<file path="config.mk">
export PLATFORM = sky130hd
export DESIGN_NAME = regfile_wb
export DESIGN_NICKNAME = d
export VERILOG_FILES = /design/src/rtl/regfile_wb_pkg.sv /design/src/rtl/regfile_array.sv /design/src/rtl/regfile_wb.sv
export SDC_FILE = /design/constraint.sdc
export NUM_CORES = 2
export LEC_CHECK = 0
export ABC_CLOCK_PERIOD_IN_PS = 39200
export CORE_ASPECT_RATIO = 0.5
export CORE_MARGIN = 1.5
export CORE_UTILIZATION = 45
export DETAILED_ROUTE_END_ITERATION = 6
export PLACE_DENSITY_LB_ADDON = 0.12
export SLEW_MARGIN = 20
export SYNTH_ARGS = -nofsm -noshare
export SYNTH_HDL_FRONTEND = slang
export SYNTH_SLANG_ARGS = --single-unit
export TNS_END_PERCENT = 30
</file>
<file path="constraint.sdc">
create_clock -name clk -period 39.2 [get_ports clk]
set_input_delay 9.8 -clock clk [delete_from_list [all_inputs] [get_ports clk]]
set_output_delay 9.8 -clock clk [all_outputs]
set_load 0.01 [all_outputs]
</file>
<file path="src/rtl/regfile_wb_pkg.sv">
// rtl/regfile_wb_pkg.sv - shared constants and writeback request type for the integer register file
// Contents:
//   XLEN, NREG, REG_AW : data width, register count, register index width
//   REG_ZERO           : index of the hardwired-zero register x0
//   wb_req_t           : writeback request {valid, rd, data}, shared by execute and load units
package regfile_wb_pkg;

    localparam int XLEN   = 32;
    localparam int NREG   = 32;
    localparam int REG_AW = 5;

    localparam logic [REG_AW-1:0] REG_ZERO = '0;

    typedef struct packed {
        logic              valid;
        logic [REG_AW-1:0] rd;
        logic [XLEN-1:0]   data;
    } wb_req_t;

endpackage

</file>
<file path="src/rtl/regfile_array.sv">
// rtl/regfile_array.sv - 32x32 flop-based register array, one write port, three read ports
// Ports:
//   clk, rst               : clock, asynchronous active-high clear of every entry
//   i_we, i_waddr, i_wdata : synchronous write port (writes to x0 are ignored)
//   i_raddr_a/b/c          : combinational read addresses
//   o_rdata_a/b/c          : read data, x0 always reads 0
module regfile_array
    import regfile_wb_pkg::*;
(
    input  logic              clk,
    input  logic              rst,
    input  logic              i_we,
    input  logic [REG_AW-1:0] i_waddr,
    input  logic [XLEN-1:0]   i_wdata,
    input  logic [REG_AW-1:0] i_raddr_a,
    input  logic [REG_AW-1:0] i_raddr_b,
    input  logic [REG_AW-1:0] i_raddr_c,
    output logic [XLEN-1:0]   o_rdata_a,
    output logic [XLEN-1:0]   o_rdata_b,
    output logic [XLEN-1:0]   o_rdata_c
);

    logic [NREG-1:0][XLEN-1:0] mem_q;
    logic [NREG-1:0][XLEN-1:0] mem_d;

    always_comb begin
        mem_d = mem_q;
        if (i_we && (i_waddr != REG_ZERO)) begin
            mem_d[i_waddr] = i_wdata;
        end
    end

    always_ff @(posedge clk or posedge rst) begin
        if (rst) begin
            mem_q <= '0;
        end else begin
            mem_q <= mem_d;
        end
    end

    // x0 is forced to zero at the read side as well, so the entry itself never matters.
    assign o_rdata_a = (i_raddr_a == REG_ZERO) ? '0 : mem_q[i_raddr_a];
    assign o_rdata_b = (i_raddr_b == REG_ZERO) ? '0 : mem_q[i_raddr_b];
    assign o_rdata_c = (i_raddr_c == REG_ZERO) ? '0 : mem_q[i_raddr_c];

endmodule

</file>
<file path="src/rtl/regfile_wb.sv">
// rtl/regfile_wb.sv - RV32I register file with one-entry writeback stage and operand bypass
// Ports:
//   clk, rst                        : clock, asynchronous active-high reset
//   i_wb_valid, i_wb_rd, i_wb_data  : writeback request from execute
//   i_stall                         : freeze stage register and array
//   i_rs1_addr/o_rs1_data           : operand 1 read (bypassed from pending entry)
//   i_rs2_addr/o_rs2_data           : operand 2 read (bypassed from pending entry)
//   i_dbg_addr/o_dbg_data           : debug read of the array only, no bypass
//   o_pending, o_pending_rd         : stage register holds an uncommitted entry, and its index
module regfile_wb
    import regfile_wb_pkg::*;
(
    input  logic              clk,
    input  logic              rst,
    input  logic              i_wb_valid,
    input  logic [REG_AW-1:0] i_wb_rd,
    input  logic [XLEN-1:0]   i_wb_data,
    input  logic              i_stall,
    input  logic [REG_AW-1:0] i_rs1_addr,
    input  logic [REG_AW-1:0] i_rs2_addr,
    output logic [XLEN-1:0]   o_rs1_data,
    output logic [XLEN-1:0]   o_rs2_data,
    input  logic [REG_AW-1:0] i_dbg_addr,
    output logic [XLEN-1:0]   o_dbg_data,
    output logic              o_pending,
    output logic [REG_AW-1:0] o_pending_rd
);

    wb_req_t stage_q;
    wb_req_t stage_d;

    logic            commit_we;
    logic [XLEN-1:0] arr_rs1_data;
    logic [XLEN-1:0] arr_rs2_data;

    // Capture and commit share the same edge: the old entry goes to the array
    // while the new request replaces it. Writes to x0 never become pending.
    always_comb begin
        stage_d = stage_q;
        if (!i_stall) begin
            stage_d.valid = i_wb_valid && (i_wb_rd != REG_ZERO);
            stage_d.rd    = i_wb_rd;
            stage_d.data  = i_wb_data;
        end
    end

    always_ff @(posedge clk or posedge rst) begin
        if (rst) begin
            stage_q <= '0;
        end else begin
            stage_q <= stage_d;
        end
    end

    assign commit_we = stage_q.valid && !i_stall;

    regfile_array u_array (
        .clk       (clk),
        .rst       (rst),
        .i_we      (commit_we),
        .i_waddr   (stage_q.rd),
        .i_wdata   (stage_q.data),
        .i_raddr_a (i_rs1_addr),
        .i_raddr_b (i_rs2_addr),
        .i_raddr_c (i_dbg_addr),
        .o_rdata_a (arr_rs1_data),
        .o_rdata_b (arr_rs2_data),
        .o_rdata_c (o_dbg_data)
    );

    function automatic logic [XLEN-1:0] bypass(
        input logic [REG_AW-1:0] addr,
        input logic [XLEN-1:0]   arr_data,
        input wb_req_t           stage
    );
        if (addr == REG_ZERO) begin
            return '0;
        end else if (stage.valid && (stage.rd == addr)) begin
            return stage.data;
        end else begin
            return arr_data;
        end
    endfunction

    assign o_rs1_data   = bypass(i_rs1_addr, arr_rs1_data, stage_q);
    assign o_rs2_data   = bypass(i_rs2_addr, arr_rs2_data, stage_q);
    assign o_pending    = stage_q.valid;
    assign o_pending_rd = stage_q.valid ? stage_q.rd : REG_ZERO;

endmodule

</file>
======== After elaboration in Yosys (flattened, before gate mapping) ========
Index checks and enable logic that the tools add are counted.
W data, S select, Z words.
word-level totals
  logic and storage cells ................. 69
  register bits ........................... 1,062
  output and inout bits ................... 102
cells by class
  reduce and logical (&&, ||, !) cells .... 12
  equal/unequal tests ..................... 2
  mux-type cells .......................... 15
  magnitude comparators ................... 5
operators by type and width
  cell                  count
  $bwmux W1024          1
  $bmux W32 S5          3
  $mux W32              9
  $demux W32 S5         1
  $lt A5 B6 Y1 const B  4
  $logic_not A5 Y1      3
  $eq A5 B5 Y1          2
  $reduce_bool A5 Y1    2
  $logic_and A1 B1 Y1   6
  $ge A5 B1 Y1 const B  1
  $mux W5               1
  $logic_not A1 Y1      1

======== Longest topological paths before layout ========
  word-level depth ........................ 5
  mapped depth ............................ 10

======== Hierarchy ========
Synthesis repeated with hierarchy kept, for this count alone.
second synthesis, totals
  cells, all modules ...................... 4,837
  area total of the unflattened synthesis .. 65,635.4 um2
by module, submodules not included
  module         cells each  instances  sequential area each (um2)  area an instance (um2)
  regfile_array  4,501       1          25,624.6                    62,914.1
  regfile_wb     336         1          950.9                       2,721.4

======== Least setup slack after synthesis ========
Ideal clock, no wire load.
  kind .................................... input-to-output
  from .................................... in i_dbg_addr[1]
  to ...................................... out o_dbg_data[11]
  stages .................................. 7
  arrival ................................. 11.627 ns
  buffers on the path ..................... 3
  path slack .............................. 17.773 ns
  cells stage by stage .................... clkbuf_1 clkbuf_1 buf_1 mux4_2 mux4_2 nand2_1 o21ai_0
on the way
  word-level cells in the longest chain between the ends .. 3
  elaborated cells between the ends (all ways) .. 4
  classes of those cells .................. mux: 3; reduce/logical: 1
ends and longest elaborated chain
  item                            RTL line             source
  start: declaration              regfile_wb.sv:23     input logic [REG_AW-1:0] i_dbg_addr,
  $bmux W32 S5                    regfile_array.sv:44  assign o_rdata_c = (i_raddr_c == REG_ZERO) ? '0 : mem_q[i_raddr_c];
  $mux W32 (not written as such)  regfile_array.sv:44
  $mux W32 *                      regfile_array.sv:44
  end: declaration                regfile_wb.sv:24     output logic [XLEN-1:0] o_dbg_data,
Mark *: on every way between the ends. The rest lies on a longest branch, timed or not. The select of a mux whose other input is x is not followed.

======== Worst setup path after layout ========
  from .................................... in i_dbg_addr[0]
  to ...................................... out o_dbg_data[30]
The elaborated chain is that of the path after synthesis.

==> results.md <==
- Status: finished, final reports clean
- Sequential area share after synthesis: 40.8%
- Row count: 98
- Asr flop ratio synth: 100%
- Mapped Area: 65200 um2
- Post-Synth Simple-Gate Area: 2.01%
- WP data required: 29400 ps
- H-Tree Depth: 3
- Gpl congestion: 0.872
- Max Fclk: 38.8 MHz
- Tcrit/Tclk final: 65.8%
- Metal3 WL: 29.9 mm
- Hpwl dp: 150 mm
- Worst-skew pair later-pin latency: 740 ps
- Initial DRC Count: 5861
- Yosys warns: 0
- Finished Layout Cells: 6346
- Setup_tns: 0 ps
- Die area: 147000 um2
- Clock power frac: 32.6%
- FF+latch count, synth: 1062
- Final Hold Viols: 0
- Switching share of power: 30.5%
- Die Height: 272 um
- Xor/xnor share of the synthesized area: 0.134%
- DRT Wirelength: 257 mm
- Crit path max fanout: 50
- Uppermost routed layer: met5
- Initial DRT Pass Iterations: 5
- Most common cell in the synthesized netlist: dfrtp_1
- Worst Setup End Kind: output port
- Met1 Wirelength: 108 mm
- CP Class: input port to output port
- Post-synthesis compound-gate area fraction: 5.75%
- DP Area: 68000 um2
- I/O pins: 158
- Seq pwr share: 42.8%
- Initial Util: 45.5%
- Post-synth cell types: 70
- Cts bufs inserted: 107
- Metal2 WL: 108 mm
- DR WL/cell: 40.6 um
- Number of synthesized flops with an enable pin: 0
- Top cells by count, synth: dfrtp_1 (1062), mux2_2 (1039), mux4_2 (697)
- IO Port Bufs: 157
- Internal: 2.44 mW
- Multiplexer area fraction after synthesis: 47.0%
- Worst-Margin Slew: 1290 ps
- Die W: 541 um
- R2R cell count: 5
- Vias in the first global route: 45600
- Gr usage total: 35.0%
- GRT Residual Overflow: 0
- # DRC: 0
- RSZ-0062 raised after global routing: no
- Vias per cell: 7.23
- DRT antenna net count: 0
- Synth Area in Adders: 0%
- Main combinational cell family by area after synthesis: multiplexers
- Ranking of synthesized cells by area: dfrtp_1 (41%), mux4_2 (24%), mux2_2 (18%), mux2i_1 (4.8%), clkbuf_1 (1.5%)
- Maxcap violations: 0
- CTS tree: built
- LEAKAGE: 31.0 nW
- Post-CTS Setup Inserts: 0
- Final nets: 4409
- Synth Flop Type: dfrtp_1
- Fin crit period: 25800 ps
- Hold buffers post-CTS: 0
- Clk_skew: 25.3 ps
- Final Max Slew Viols: 0
- Core Util, Final: 50.1%
- Clk buf depth: 3
- Pwr Density: 49.0 nW/um2
- Synth area leader: dfrtp_1
- Clk Tree Root Cell: clkbuf_16
- Rel. slew slack: 14.2%
- Share of post-route cells with drive strength above 1: 48.3%
- Area growth from synthesis to layout: 10.2%
- Final non-filler cell area: 71900 um2
- Critical Path Start Type: input port
- Post-Syn Area per Cell: 14.6 um2
- Power Total: 3.52 mW
- Crit path DAT: 16000 ps
- Mapped Nets: 4526
- Largest net degree at the start of global routing: 173
- Setup-failing EPs final: 0
- Sw power: 1.07 mW
- Hold Crit Depth: 0
- Cells after synthesis: 4470
- Global-route wire length before repair: 364 mm
- TritonCTS sink count: 1062
- Initial antenna violation count: 10
- Post-CTS sizing: 0
- Total core area: 143000 um2
- Worst vdd ir: 0.0374 mV
- Inst Count DP: 6144
- Worst R2R Setup Slack: 35510 ps
- Logic pwr share: 24.7%
- Worst-path clk slew: 60 ps
- Share of the synthesized area in the top cell type: 40.8%
- Min-Delay Path Class: register to register
- Vias: 45900
power by group through the flow:
stage	logic, mW	registers (mW)	clock network (mW)
after floorplan	0.636	1.44	0
after global placement	0.843	1.50	0
after detailed placement	0.856	1.51	0
after CTS	0.860	1.49	1.16
after global routing	0.912	1.53	1.20
final	0.868	1.50	1.15
placed cells by master (no fill, tap or decap), drive strengths merged, types with 38 or more instances in the layout:
cell type / Yosys / final
dfrtp: 1062 / 1062
nor2b: 38 / 38
a21oi: 66 / 66
mux2i: 313 / 313
clkbuf: 262 / 151
buf: 269 / 162
o21ai: 91 / 91
nand2: 76 / 76
clkdlybuf4s50: 0 / 141
a221oi: 54 / 54
a22oi: 46 / 46
o22ai: 54 / 54
mux2: 1039 / 1039
inv: 41 / 43
mux4: 701 / 701
a211oi: 54 / 54
registers in the layout (all words and copies together) (netlist names):
name           flops
stage_q           37
o_pending          1
u_array.mem_q   1024
kinds of logic (layout without fill, tap and decap cells):
kind of cell	Yosys count	in the layout
multiplexers	2053	2053
flip-flops	1062	1062
other	0	3
AND/OR/NAND/NOR	246	246
buffers and inverters	572	545
AO/OA/AOI/OAI	527	527
XOR/XNOR	10	10
per-layer routing:
metal | track usage [%] | up-vias
li1 | - | 17500
met5 | 0 | -
met3 | 11.0 | 569
met4 | 13.5 | 2
met1 | 50.8 | 24900
met2 | 48.9 | 2859
per-stage QoR:
| stage | setup slack, ps | hold slack (ps) |
|---|---|---|
| 2_1_floorplan | 14750 | 455 |
| 3_3_place_gp | 13370 | 393 |
| 3_5_place_dp | 13300 | 403 |
| 4_1_cts | 13300 | 417 |
| 5_1_grt | 13000 | 425 |
| 6_report | 13400 | 418 |
path summary, 6_finish.rpt:
path	startpoint	to
worst max-delay path	i_dbg_addr[0]	o_dbg_data[30]
worst min-delay path	u_array.mem_q[6]$_DFFE_PP0P_	u_array.mem_q[6]$_DFFE_PP0P_
worst max register to register	o_pending$_DFFE_PP0N_	u_array.mem_q[691]$_DFFE_PP0P_
worst min register to register	u_array.mem_q[6]$_DFFE_PP0P_	u_array.mem_q[6]$_DFFE_PP0P_
max in group asynchronous	rst	u_array.mem_q[570]$_DFFE_PP0P_
min in group asynchronous	rst	u_array.mem_q[1003]$_DFFE_PP0P_
critical path, stage by stage:
cell,delay (ps)
buf_8,460
buf_4,800
buf_4,840
buf_4,700
buf_4,820
mux4_2,610
mux4_2,490
nand2_1,100
o21ai_0,400
clkdlybuf4s50_1,640
layout make-up:
cell class              instances  area (um2)
multi-input cells            2836       36100
flip-flops and latches       1062       26600
fillers                     12000       71500
inverters                      41         158
repair buffers                305        2790
clock inverters                50         742
diodes                          3        7.51
clock buffers                 149        3090
well taps                    1900        2380
Note: power is estimated with default switching activity, not from simulation.
